<file path="src/rtl/pipeline_hazard_ctrl.sv">
// pipeline_hazard_ctrl
//   Central stall/flush controller for the 5-stage MIPS pipeline. It is the
//   only source of the pipeline-register enable/flush pins and the PC write
//   enable. It resolves load-use hazards, taken branches from EX,
//   multi-cycle data-memory waits and mult/div (HI/LO) occupancy.
//
// Ports
//   clk, reset           core clock; asynchronous active-high reset
//   id_rs, id_rt         source registers of the instruction in ID
//   id_uses_rs/rt        ID instruction really reads rs / rt
//   id_muldiv            ID instruction is mult/multu/div/divu
//   id_reads_hilo        ID instruction is mfhi/mflo
//   ex_mem_read, ex_rt   load in EX and its destination register
//   ex_branch_taken      branch/jump in EX resolved taken
//   dmem_req, dmem_ready MEM-stage data-memory access and its completion
//   *_en, *_flush        pipeline register enables / synchronous clears
//   muldiv_busy          mult/div result not yet available
//   mem_wait             FSM is in MEM_WAIT (doubles as FSM state visibility)
//   stall_cnt            saturating count of cycles with pc_en=0 after INIT
//
// Handshake: dmem_req/dmem_ready is a valid/ready pair. The access completes
// in the cycle where both are 1; a cycle with dmem_req=1 and dmem_ready=0 is
// a freeze cycle, and the ready cycle itself never freezes the pipe.
module pipeline_hazard_ctrl #(
    parameter int REG_ADDR_W    = 5,
    parameter int MULDIV_CYCLES = 32,
    parameter int STALL_CNT_W   = 16
) (
    input  logic                   clk,
    input  logic                   reset,
    input  logic [REG_ADDR_W-1:0]  id_rs,
    input  logic [REG_ADDR_W-1:0]  id_rt,
    input  logic                   id_uses_rs,
    input  logic                   id_uses_rt,
    input  logic                   id_muldiv,
    input  logic                   id_reads_hilo,
    input  logic                   ex_mem_read,
    input  logic [REG_ADDR_W-1:0]  ex_rt,
    input  logic                   ex_branch_taken,
    input  logic                   dmem_req,
    input  logic                   dmem_ready,
    output logic                   pc_en,
    output logic                   if_id_en,
    output logic                   id_ex_en,
    output logic                   ex_mem_en,
    output logic                   mem_wb_en,
    output logic                   if_id_flush,
    output logic                   id_ex_flush,
    output logic                   ex_mem_flush,
    output logic                   mem_wb_flush,
    output logic                   muldiv_busy,
    output logic                   mem_wait,
    output logic [STALL_CNT_W-1:0] stall_cnt
);

    localparam int CNT_W = $clog2(MULDIV_CYCLES + 1);

    typedef enum logic [1:0] {
        ST_INIT     = 2'd0,
        ST_RUN      = 2'd1,
        ST_MEM_WAIT = 2'd2
    } state_t;

    state_t           state;
    state_t           state_next;
    logic [CNT_W-1:0] cnt;
    logic             active;
    logic             freeze;
    logic             load_use;
    logic             hilo_stall;
    logic             accept_muldiv;

    assign active     = (state == ST_RUN) || (state == ST_MEM_WAIT);
    assign freeze     = dmem_req & ~dmem_ready;
    // $zero is never a real dependency, so a load to r0 never stalls.
    assign load_use   = ex_mem_read && (ex_rt != '0) &&
                        ((id_uses_rs && (id_rs == ex_rt)) ||
                         (id_uses_rt && (id_rt == ex_rt)));
    assign hilo_stall = muldiv_busy & (id_reads_hilo | id_muldiv);

    assign muldiv_busy = (cnt != '0);
    assign mem_wait    = (state == ST_MEM_WAIT);

    // State register
    always_ff @(posedge clk or posedge reset) begin
        if (reset) begin
            state <= ST_INIT;
        end else begin
            state <= state_next;
        end
    end

    // Next state
    always_comb begin
        state_next = state;
        case (state)
            ST_INIT:     state_next = ST_RUN;
            ST_RUN:      if (freeze) state_next = ST_MEM_WAIT;
            ST_MEM_WAIT: if (dmem_ready) state_next = ST_RUN;
            default:     state_next = ST_INIT;
        endcase
    end

    // Enable/flush outputs, in priority order: freeze, branch, hazard, run.
    always_comb begin
        pc_en         = 1'b0;
        if_id_en      = 1'b0;
        id_ex_en      = 1'b0;
        ex_mem_en     = 1'b0;
        mem_wb_en     = 1'b0;
        if_id_flush   = 1'b0;
        id_ex_flush   = 1'b0;
        ex_mem_flush  = 1'b0;
        mem_wb_flush  = 1'b0;
        accept_muldiv = 1'b0;
        if (!active) begin
            if_id_flush  = 1'b1;
            id_ex_flush  = 1'b1;
            ex_mem_flush = 1'b1;
            mem_wb_flush = 1'b1;
        end else if (freeze) begin
            // Whole pipe holds, the branch decision in EX included.
        end else if (ex_branch_taken) begin
            // Squashes the wrong-path instructions, which also removes any
            // instruction that would otherwise have stalled in ID.
            pc_en       = 1'b1;
            if_id_en    = 1'b1;
            id_ex_en    = 1'b1;
            ex_mem_en   = 1'b1;
            mem_wb_en   = 1'b1;
            if_id_flush = 1'b1;
            id_ex_flush = 1'b1;
        end else if (load_use || hilo_stall) begin
            // Hold IF/ID and PC, insert a bubble into ID/EX.
            id_ex_en    = 1'b1;
            id_ex_flush = 1'b1;
            ex_mem_en   = 1'b1;
            mem_wb_en   = 1'b1;
        end else begin
            pc_en         = 1'b1;
            if_id_en      = 1'b1;
            id_ex_en      = 1'b1;
            ex_mem_en     = 1'b1;
            mem_wb_en     = 1'b1;
            accept_muldiv = id_muldiv;
        end
    end

    // Mult/div occupancy: keeps counting down through freezes because the
    // unit runs independently of the pipeline registers.
    always_ff @(posedge clk or posedge reset) begin
        if (reset) begin
            cnt <= '0;
        end else if (accept_muldiv) begin
            cnt <= CNT_W'(MULDIV_CYCLES);
        end else if (cnt != '0) begin
            cnt <= cnt - 1'b1;
        end
    end

    // Stall performance counter, saturating at all-ones.
    always_ff @(posedge clk or posedge reset) begin
        if (reset) begin
            stall_cnt <= '0;
        end else if (active && !pc_en && !(&stall_cnt)) begin
            stall_cnt <= stall_cnt + 1'b1;
        end
    end

endmodule
</file>
<file path="config.mk">
export PLATFORM = sky130hd
export DESIGN_NAME = pipeline_hazard_ctrl
export DESIGN_NICKNAME = d
export VERILOG_FILES = /design/src/rtl/pipeline_hazard_ctrl.sv
export SDC_FILE = /design/constraint.sdc
export NUM_CORES = 1
export LEC_CHECK = 0
export ABC_AREA = 1
export CAP_MARGIN = 25
export CORE_MARGIN = 3
export CORE_UTILIZATION = 48
export CTS_BUF_LIST = sky130_fd_sc_hd__clkbuf_16
export DETAILED_ROUTE_END_ITERATION = 12
export GPL_TIMING_DRIVEN = 0
export PLACE_DENSITY = 0.81
export SYNTH_ARGS = -nofsm -noshare
export SYNTH_HDL_FRONTEND = slang
export SYNTH_SLANG_ARGS = --single-unit
</file>
<file path="constraint.sdc">
create_clock -name clk -period 2.25 [get_ports clk]
set_input_delay 0.45 -clock clk [delete_from_list [all_inputs] [get_ports clk]]
set_output_delay 0.45 -clock clk [all_outputs]
set_load 0.1 [all_outputs]
</file>
==> key figures, run 1 <==
Power
  – Power Dens Cells: 1400 mW/mm²
  – Worst vdd ir: ~0.0019 V
  – Cell leakage power: 1.42 nW
  – Total power: 3.61 mW

Cells and area
  – Area of the multi-input gates: 0.00106 mm²
  – Most frequent cells in the layout: nand2_1 (86), inv_1 (36), dlygate4sd2_1 (29), nand3_1 (26), dfrtp_1 (24)
  – Area growth syn-to-layout: 42.9%
  – Most common cell after layout, fill and taps aside: nand2_1
  – Layout cells sized above 1: 15.6%
  – Storage cell area: 601 µm²
  – # fillers: 293
  – Non-Filler Instances: 372
  – Final #Nets: 360
  – ANT cells: 0
  – Final instance area: 0.00257 mm²

Worst setup path
  – CP Depth: 6
  – Buf+Inv Stages, Crit Path: 3
  – Reg2Reg Setup Slack: 0.39 ns
  – Worst-case reg-to-reg path depth: 9
  – Crit path from: state[1]
  – CP Max Fanout: 4
  – Worst path max stage delay: 0.39 ns
  – CP Capture Type: output port
  – CP endpoint: pc_en
  – Setup crit start kind: register
  – Slowest cell on the critical path: dfrtp_1
  – Arr. time, crit path: 1.73 ns
  – Worst r2r src: stall_cnt[0]
  – Cell Chain, Critical Path: inv_2 > ha_4 > clkinvlp_4 > nor2_4 > a21boi_4 > buf_12
  – Delay-heaviest family, CP: buffers and inverters
  – CP Class: register to output port
  – RR Endpoint: stall_cnt[1]
  – Critical Path RT: 1.80 ns

Clock network
  – Clk pin slew, worst setup/hold paths: roughly 0.060 ns
  – Clk root buf: clkbuf_16
  – Worst-skew pair later-pin latency: 0.25 ns
  – H-tree levels: 1
  – Max clock buf depth: 2
  – Clock sinks: 24
  – CTS tree: yes
  – Inserted Clock Buffers: 3

GRT
  – Largest net degree at the start of global routing: 25
  – First-pass GRT wire length: 7250 µm
  – Gr usage total: 20.4%
  – Vias in the first global route: 1753
  – Initial antenna violation count: 0
  – Total grt overflow: 0

STA
  – Rel. slew slack: 33.0%
  – Pins Over Slew Limit: 0
  – Setup WS post-layout: 0.0748 ns
  – Hold Fails Final Rpt: 0
  – Fmax: between 400 and 500 MHz
  – Slew @ Worst Pin: just over 1 ns
  – Min Hold Slack: roughly 0.51 ns
  – Final worst path period need: 2.18 ns
  – Setup-failing EPs final: 0
  – Skew final: 0.00576 ns
  – Final cycle utilization of the critical path: 96.7%

Floorplan
  – Total I/O pin count: 52
  – Initial Util: 51.8%
  – Die height: 67.2 µm
  – Core Region: approximately 0.0035 mm²
  – Die W: a little under 70 µm
  – Die ar.: 0.00452 mm²
  – Num rows: 21

Route
  – Post-DRT Antenna Nets: 0
  – DRC viols: 0
  – Avg WL per Cell: 11.6 µm
  – Vias per cell: 4.91
  – DRT Pass-1 Iters: 4
  – Total wire length: 4330 µm
  – Via count: 1825
  – Initial DRC Count: between 100 and 150

Hold path
  – Hold Crit Class: register to register
  – WHS Path Cells: 2

Yosys
  – Post-Syn Area: roughly 0.0018 mm²
  – Number of synthesized flops with an enable pin: 0
  – Async SR Flop Fraction: between 90% and 100%
  – Yosys top cell area share: 33.4%
  – Post-synthesis net count: 296
  – Yosys top cell by area: dfrtp_1
  – Ys flop type: dfrtp_1
  – Synthesized flop and latch total: 24
  – Sequential-to-total area share from yosys stat: 33.4%
  – Synth Area per Inst: 6.84 µm²
  – Synth area leaders: dfrtp_1 (33%), nand2_1 (18%), inv_1 (8.4%), nand3_1 (7.2%), xor2_1 (6.3%)
  – Cells after Synth: 263
  – Distinct cells, synth: 27
  – Warnings from Yosys: 0

Job
  – Max-cap violations: 0

Place
  – Port buffer count: 51
  – HPWL Detailed: approximately 3300 µm
  – Placed cells: 360
  – Routability cong.: 0.832
  – Pre-CTS setup slack: -1.17 ns
  – Placed Instance Area: 0.00242 mm²

Outcome
  – Status: completed
-- worst register-to-register path, cell delays in order (launching register included) --
cell      delay, ns
dfrtp_1        0.43
ha_1           0.26
nand2_1        0.10
nor2_2         0.20
nand4_1        0.15
o21bai_2       0.15
inv_2          0.10
buf_2          0.21
nand3_1        0.10
nand2_1        0.06
-- per-stage QoR --
| stage | utilization (%) | TNS [ns] |
|---|---|---|
| 2_1_floorplan | - | -11.27 |
| 3_3_place_gp | 69.8 | -6.44 |
| 3_5_place_dp | 69.8 | -6.51 |
| 4_1_cts | 72.7 | -0.0649 |
| 5_1_grt | 74.1 | -0.0187 |
| 6_report | 74.1 | 0 |
-- cells in the mapped netlist, drive strengths merged, types with 3 or more instances --
cell and count:
nand2 89, inv 41, nand3 27, dfrtp 24, nor2 24, xor2 13, ha 8, o21ai 8
buf 7, nand4 5, nor3 5, a21oi 4, xnor2 3
-- cell type report --
cell class,count,area share (%)
multi-input combinational,191,41.1
buffer,6,1.85
inverter,41,6.13
clock inverter,1,0.146
clock buffer,3,2.92
timing repair buffer,60,22.2
sequential,24,23.4
tap,46,2.24
-- worst min-delay path by stage --
stage / from / endpoint / slack (ns)
after floorplan: reset / cnt[0] / 0.46
after global placement: stall_cnt[8] / stall_cnt[8] / 0.51
after detailed placement: stall_cnt[8] / stall_cnt[8] / 0.51
after CTS: stall_cnt[8] / stall_cnt[8] / 0.52
after global routing: cnt[3] / cnt[3] / 0.56
final: stall_cnt[8] / stall_cnt[8] / 0.51
-- power by group --
group	switching [mW]	internal (mW)
registers	0.114	0.547
clock network	0.142	0.237
logic	1.83	0.744
-- flip-flops by register name, indices dropped and copies added (netlist names) --
register,cells
stall_cnt,16
cnt,6
state,2
-- repair_timing --
| action | CTS | global route |
|---|---|---|
| hold endpoints to repair | 0 | 0 |
| hold buffers | 0 | 0 |
| pin swaps | 12 | 5 |
| endpoints found under the setup margin | 25 | 9 |
| buffers inserted | 2 | 7 |
| gates resized for setup | 94 | 12 |
-- cell families after synthesis --
family / Yosys count / share of synthesized area, %
flops: 24 / 33.4
fa+ha+maj: 8 / 5.57
xor+xnor: 16 / 7.79
compound gates: 15 / 5.01
buf+inv: 48 / 11.6
simple gates: 152 / 36.6
-- per-layer routing --
| layer | GRT usage [%] | vias up | routed length, µm |
|---|---|---|---|
| met5 | 0 | - | 0 |
| met4 | 8.61 | 0 | 130 |
| met3 | 3.49 | 10 | 260 |
| met2 | 34.0 | 52 | 2090 |
| met1 | 26.0 | 820 | 1850 |
| li1 | - | 943 | - |
No activity file was read; power rests on OpenSTA's default activity.
==> run 2, diff against run 1 <==
Settings changed: CTS_CLUSTER_SIZE from default to 25.
==> results of run 2 <==
Final layout, timing and power as in run 1 (identical DEF).
==> run 3, diff against run 2 <==
Settings changed: CELL_PAD_IN_SITES_DETAIL_PLACEMENT from default to 2, CELL_PAD_IN_SITES_GLOBAL_PLACEMENT from default to 2, CORE_UTILIZATION 48 to 25, PLACE_DENSITY 0.81 to default, PLACE_DENSITY_LB_ADDON from default to 0.1.
==> run 3 against run 2 <==
The run now ends with negative setup slack left. Cell count grew 13%. Register-to-register slack got worse by 0.02 ns. Sequential power barely moved. Worst setup slack got worse by 0.11 ns. Global-route usage decreased by 6.3 points. Worst hold slack got worse by 0.0040 ns. Utilization shrank 35 points. Critical path depth increased by 1. Critical path type unchanged.
==> key figures, run 3 (synthesis gave the netlist of run 1 again) <==
Cells and area
  – Most frequent cells in the layout: nand2_1 (86), inv_1 (32), dlygate4sd2_1 (31), nand3_1 (26), dfrtp_1 (23)
  – Final #Nets: 360
  – Largest Register: stall_cnt
  – Most common cell after layout, fill and taps aside: nand2_1
  – Area growth syn-to-layout: 47.8%
  – Largest register FFs: 16
  – Non-Filler Instances: 422
  – ANT cells: 0
  – Top flop regs: stall_cnt (16), cnt (6), state (2)
  – Core Util, Final: 38.7%
  – Layout cells sized above 1: about 17%

Worst setup path
  – Worst r2r src: stall_cnt[0]
  – Worst-case reg-to-reg path depth: 9
  – RR Endpoint: stall_cnt[6]
  – CP Class: register to output port
  – Reg2Reg Setup Slack: ~0.37 ns
  – CP Capture Type: output port
  – Arr. time, crit path: between 1.5 and 2 ns
  – Setup crit start kind: register
  – CP Max Fanout: 4
  – Worst path max stage delay: 0.37 ns
  – Critical Path RT: 1.80 ns
  – Cell Chain, Critical Path: inv_2 > ha_4 > clkinvlp_4 > nor2_4 > a21boi_4 > buf_12 > buf_16
  – Slowest cell on the critical path: dfrtp_1

Clock network
  – Inserted Clock Buffers: 3
  – Clk pin slew, worst setup/hold paths: 0.07 ns
  – CTS Hold Buffers Added: 0
  – Clock sinks: 24
  – Worst-skew pair later-pin latency: 0.26 ns
  – H-tree levels: 1
  – Clk root buf: clkbuf_16
  – CTS tree: yes
  – Max clock buf depth: 2

Route
  – Avg WL per Cell: 13.4 µm
  – DRT Pass-1 Iters: 4
  – Initial DRC Count: 39
  – Via count: 1878
  – Post-DRT Antenna Nets: 0
  – DRC viols: 0
  – Total wire length: 5650 µm
  – Vias per cell: between 4 and 5

Place
  – Placed cells: 411
  – Pre-CTS setup slack: -1.28 ns
  – Routability cong.: between 0.7 and 0.8
  – Port buffer count: slightly above 50
  – HPWL Detailed: 4570 µm

STA
  – Rel. slew slack: 36.3%
  – Final worst path period need: 2.29 ns
  – Hold Fails Final Rpt: 0
  – RSZ-0062 raised after global routing: yes
  – Setup TNS: -0.0383 ns
  – Fmax: 437 MHz
  – Slew @ Worst Pin: 0.959 ns
  – Skew final: 0.00670 ns
  – Pins Over Slew Limit: 0
  – Final cycle utilization of the critical path: 102%
  – Setup WS post-layout: -0.0383 ns
  – Setup-failing EPs final: 1

GRT
  – Initial antenna violation count: 0
  – Largest net degree at the start of global routing: 17
  – Total grt overflow: 0
  – Vias in the first global route: 2023
  – Gr usage total: 14.1%
  – First-pass GRT wire length: 9680 µm

Power
  – Worst vdd ir: 0.00145 V
  – Power Dens Cells: between 1000 and 1500 mW/mm²
  – Total power: 3.69 mW
  – Cell leakage power: 1.41 nW

Floorplan
  – Core Region: roughly 0.0069 mm²
  – Total I/O pin count: 52
  – Num rows: 30
  – Die ar.: around 0.0082 mm²
  – Die height: 90.8 µm
  – Die W: just over 90 µm
  – Initial Util: 26.2%

Job
  – Max-cap violations: 0

Hold path
  – Hold Crit Class: input pin to async pin

Outcome
  – Failing checks: negative setup slack
  – Status: complete, but fails checks
==> run 3: stage by stage <==
stage / hold slack, ns / cell area, µm²
6_report: 0.510 / 2660
5_1_grt: 0.562 / 2660
4_1_cts: 0.525 / 2640
3_5_place_dp: 0.522 / 2510
3_3_place_gp: 0.509 / 2480
2_1_floorplan: 0.465 / 1850
==> run 3: metal layers <==
layer	global-route usage (%)	routed length, µm	up-vias
li1	-	-	940
met1	17.6	2540	901
met2	25.1	2800	35
met3	3.00	270	2
met4	3.02	39	0
met5	0	0	-
==> run 3: power by group <==
part | leakage [nW] | internal [mW] | switching, mW
Clock | 0.0385 | 0.238 | 0.154
Combinational | 1.06 | 0.767 | 1.87
Sequential | 0.311 | 0.548 | 0.115
==> run 3: timing repair <==
action / in CTS / in global routing
setup buffers: 4 / 3
gates resized for setup: 110 / 4
pin swaps: 10 / 2
endpoints found under the setup margin: 27 / 6
==> run 3: final cells by class <==
cell class / instances / area (µm²)
clock inverter: 1 / 3.75
buffer: 7 / 67.6
tap: 96 / 120
sequential: 24 / 602
clock buffer: 3 / 75.1
fill: 826 / 4210
inverter: 41 / 158
timing repair buffer: 59 / 574
multi-input combinational: 191 / 1060
==> run 3: worst max-delay path, delay by kind of cell (launching register included) <==
family | cells | cell delay [ns]
buf+inv | 4 | 0.49
compound gates | 1 | 0.25
simple gates | 1 | 0.16
flops | 1 | 0.37
fa+ha+maj | 1 | 0.29
==> run 3: how the worst max path moves through the flow <==
| stage | start | cells after the start | end |
|---|---|---|---|
| after floorplan | state[0] | 6 | pc_en |
| after global placement | ex_rt[2] | 10 | pc_en |
| after detailed placement | ex_rt[2] | 10 | pc_en |
| after CTS | state[1] | 7 | pc_en |
| after global routing | state[1] | 7 | pc_en |
| final | state[1] | 7 | pc_en |
==> RTL edit 1, RTL diff (settings of run 1) <==
The parameter `REG_ADDR_W` goes from 5 to 4.
--- a/src/rtl/pipeline_hazard_ctrl.sv
+++ b/src/rtl/pipeline_hazard_ctrl.sv
@@ -22,7 +22,7 @@
 // in the cycle where both are 1; a cycle with dmem_req=1 and dmem_ready=0 is
 // a freeze cycle, and the ready cycle itself never freezes the pipe.
 module pipeline_hazard_ctrl #(
-    parameter int REG_ADDR_W    = 5,
+    parameter int REG_ADDR_W    = 4,
     parameter int MULDIV_CYCLES = 32,
     parameter int STALL_CNT_W   = 16
 ) (
Interface: changed (resized ex_rt, id_rs and id_rt); port bits go from 52 to 49. The function was not compared with the original's and may differ.
==> RTL edit 1 against run 1 <==
- register-to-register slack worse by 0.03 ns
- die area down 2.5%
- combinational power down 4%
- worst setup slack worse by 0.0072 ns
- first-iteration DRC count up 0.94%
- sequential cell count unchanged
- wire length down 4.4%
- synthesized area down 2.7%
- final area down 3.1%
- non-clock buffer count down 4
- power down 3.0%
- critical path type is now in2out
- critical endpoint is now id_ex_flush
==> RTL edit 1: results (changes against run 1) <==
nNetsFinal: 336  # -6.7%
drtIter0Drc: 107  # +0.94%
crit_slowest_cell: "clkdlybuf4s50_1"
relSlewSlack_pct: 35.9  # +2.9 points
syn-instance-count: 246  # -6.5%
fin_worst_skew_ns: 0.00151  # -0.00424 ns
drive_gt1_share_pct: 17.7  # +2.1 points
status: "finished, final reports clean"
use_met1_pct: 27.8  # +1.8 points
cts_buffers: 3  # unchanged
yosysSeqAreaShare_pct: 34.3  # +0.93 points
slowest_delay_ns: 0.47  # +0.08 ns
wirelength_mm: 4.14  # -4.4%
syn-num-nets: 276  # -6.8%
grtUsageTotal_pct: 19.7  # -0.70 points
met2_usage_pct: 31.5  # -2.5 points
finalHoldWorstSlack_ns: 0.518  # +0.00382 ns
hp-start: "cnt[3]"
holdPathEnd: "cnt[3]"
dp_hpwl_mm: 3.06  # -7.3%
holdPathStages: 1  # -1
r2r-end: "stall_cnt[7]"
synth_cell_type_count: 26  # -3.7%
gp_congestion: 0.892  # +7.1%
avgViaCountPerCell: 4.85  # -1.0%
p_leak_nw: 1.37  # -3.4%
critPathMaxFanout: 2  # -2
final_cell_count_no_fill: 351  # -5.6%
synthTopCellsByArea: "dfrtp_1, nand2_1, inv_1"
grt_use_met3_pct: 4.42  # +0.93 points
first_global_vias: 1498  # -15%
synthTopCellsByCount: "nand2_1, inv_1, nand3_1, dfrtp_1, nor2_1"
RTL edit 1: changes by cell type after synthesis, sizes merged:
cell    delta
a21boi     +1
o21ai      -1
nor2       +1
nand2     -14
xnor2      +1
nand3      -1
inv        -6
nand4      -1
xor2       +1
nor3       +2
RTL edit 1: routing by layer:
metal  part of all wire [%]  up-vias
met2                     50       33
met3                    4.0        4
li1                       -      884
met4                   0.97        0
met5                      0        -
met1                     45      783
RTL edit 1: how the worst max path moves through the flow:
stage | end | startpoint | slack (ns)
2_1_floorplan | pc_en | state[0] | -1.10
3_3_place_gp | pc_en | ex_rt[3] | -1.20
3_5_place_dp | pc_en | ex_rt[1] | -1.24
4_1_cts | pc_en | id_rt[1] | -0.08
5_1_grt | id_ex_flush | ex_rt[3] | -0.007
6_report | id_ex_flush | id_rt[3] | 0.07
RTL edit 1: kinds of logic after synthesis:
group | after synthesis | synth area share, %
simple gates | 139 | 35.4
buf+inv | 42 | 10.4
flops | 24 | 34.3
xor+xnor | 18 | 9.01
compound gates | 15 | 5.08
fa+ha+maj | 8 | 5.72
RTL edit 1: worst max-delay path, delay by kind of cell:
kind	cells	cell delay (ns)
XOR/XNOR	1	0.11
buffers and inverters	2	0.65
AND/OR/NAND/NOR	5	0.44
AO/OA/AOI/OAI	1	0.07
RTL edit 1: final cells by class:
| class | count | area [µm²] |
|---|---|---|
| multi-input cells | 180 | 1030 |
| fillers | 288 | 925 |
| flip-flops and latches | 24 | 602 |
| repair buffers | 56 | 539 |
| inverters | 35 | 135 |
| clock buffers | 3 | 75.1 |
| well taps | 46 | 57.6 |
| plain buffers | 6 | 43.8 |
| clock inverters | 1 | 3.75 |
RTL edit 1: what timing repair did:
| item | in CTS | in global routing |
|---|---|---|
| pin swaps | 7 | 8 |
| gates resized for setup | 92 | 17 |
| endpoints found under the hold margin | 0 | 0 |
| gates cloned | 0 | 0 |
| endpoints found under the setup margin | 25 | 6 |
| buffers inserted | 3 | 5 |
RTL edit 1: per-stage QoR:
stage / area, µm² / setup WS (ns) / setup TNS, ns / util, %
4_1_cts: 2450 / -0.0804 / -0.0804 / 71.6
2_1_floorplan: 1810 / -1.10 / -11.45 / -
3_3_place_gp: 2340 / -1.20 / -6.47 / 68.6
3_5_place_dp: 2340 / -1.24 / -6.68 / 68.6
6_report: 2490 / 0.0676 / 0 / 72.9
5_1_grt: 2490 / -0.00718 / -0.00718 / 72.9
RTL edit 1: report_power, final:
group          switching (mW)  leakage [nW]  internal (mW)
registers               0.109         0.311          0.549
clock network           0.140        0.0385          0.237
logic                    1.80          1.03          0.666
==> RTL edit 2, RTL diff (flow settings as in run 1) <==
Made on the original files. Re-encode `state_t` (3 states) as one-hot, 3 bits wide.
--- a/src/rtl/pipeline_hazard_ctrl.sv
+++ b/src/rtl/pipeline_hazard_ctrl.sv
@@ -55,10 +55,10 @@
 
     localparam int CNT_W = $clog2(MULDIV_CYCLES + 1);
 
-    typedef enum logic [1:0] {
-        ST_INIT     = 2'd0,
-        ST_RUN      = 2'd1,
-        ST_MEM_WAIT = 2'd2
+    typedef enum logic [2:0] {
+        ST_INIT     = 3'b001,
+        ST_RUN      = 3'b010,
+        ST_MEM_WAIT = 3'b100
     } state_t;
 
     state_t           state;
Formal check against the unedited RTL: no difference found for any inputs over 10 cycles, from zero or initial values and one cycle with reset high; not proved beyond that.
==> RTL edit 2 against run 1 <==
- power shrank 25%
- worst setup slack worse by 0.021 ns
- critical path depth is the same
- cell count unchanged
- wire length increased by 7.7%
- final area is 4.0% higher
- sequential cell count grew 1
- synthesized area up 0.97%
==> RTL edit 2: results (changes against run 1) <==
wl_per_cell_um: 12.5  # +7.7%
slowest_delay_ns: 0.54  # +0.15 ns
synth_cell_type_count: 29  # +7.4%
grtUsageTotal_pct: 22.5  # +2.1 points
avgViaCountPerCell: 5.12  # +4.4%
synth_area_per_cell_um2: 6.96  # +1.7%
critPathMaxFanout: 5  # +1
wirelength_mm: 4.66  # +7.7%
ctsLongestPathBuffers: 2  # unchanged
gp_congestion: 0.857  # +2.9%
drive_gt1_share_pct: 21.5  # +5.8 points
grt_max_degree: 26  # +4.0%
hold_class: "in2async"
fin_worst_skew_ns: 0.00452  # -0.00124 ns
relSlewSlack_pct: 36.2  # +3.2 points
reg_top3: "stall_cnt x16, cnt x6, state x3"
drtIter0Drc: 124  # +17%
placed_area_um2: 2460  # +1.4%
yosys_warnings: 0  # unchanged
first_global_vias: 1816  # +3.6%
crit_slowest_cell: "dfstp_2"
p_leak_nw: 1.49  # +4.4%
cp_top_family: "buffers and inverters"
synthTopCellsByArea: "dfrtp_1, nand2_1, inv_1"
cts_root_buf: "clkbuf_16"
dp_hpwl_mm: 3.41  # +3.2%
dp_slack_ns: -1.17  # -0.00457 ns
synthTopCellsByCount: "nand2_1, inv_1, dfrtp_1, nor2_1"
status: "finished, final reports clean"
grt_pass1_wl_mm: 7.95  # +9.6%
yosysSeqAreaShare_pct: 34.5  # +1.1 points
peakVddDrop_mv: 1.01  # -48%
dp_cells: 358  # -0.56%
nNetsFinal: 355  # -1.4%
syn-num-nets: 289  # -2.4%
## RTL edit 2: repair_timing
action | CTS | global route
resized for setup | 99 | 27
pin swaps | 10 | 13
setup endpoints to repair | 27 | 7
buffers inserted | 5 | 4
## RTL edit 2: worst paths after layout
kind	start	endpoint	slack [ns]	depth (start not counted)
max reg2reg	stall_cnt[0]	stall_cnt[1]	0.38	7
max in group asynchronous	reset	state[0]	1.44	3
min in group clk	stall_cnt[9]	stall_cnt[9]	0.53	2
min reg2reg	stall_cnt[9]	stall_cnt[9]	0.53	2
max	state[0]	mem_wb_flush	0.05	6
min	reset	stall_cnt[15]	0.39	2
## RTL edit 2: logic make-up after synthesis
family / count (synthesis) / share of synthesized area [%]
flip-flops: 25 / 34.5
multiplexers: 1 / 0.551
buffers and inverters: 51 / 12.0
AND/OR/NAND/NOR: 155 / 39.3
AO/OA/AOI/OAI: 10 / 3.86
XOR/XNOR: 16 / 7.72
adder cells (fa/ha/maj): 3 / 2.07
## RTL edit 2: area by class of cell
class	instances	area, µm²
Clock buffer	3	75.1
Timing Repair Buffer	61	583
Inverter	43	174
Sequential cell	25	627
Buffer	8	71.3
Fill cell	279	822
Clock inverter	1	7.51
Tap cell	46	57.6
Multi-Input combinational cell	185	1080
## RTL edit 2: report_power, final
part	switching (mW)	leakage [nW]	internal [mW]
logic	1.15	1.12	0.465
registers	0.109	0.327	0.566
clock network	0.157	0.0371	0.241
## RTL edit 2: metal layers
metal | routed length (µm) | global-route usage, % | vias up
met1 | 2120 | 29.7 | 895
met3 | 259 | 5.32 | 4
li1 | - | - | 955
met2 | 2250 | 37.9 | 52
met4 | 33 | 3.54 | 0
met5 | 0 | 0 | -
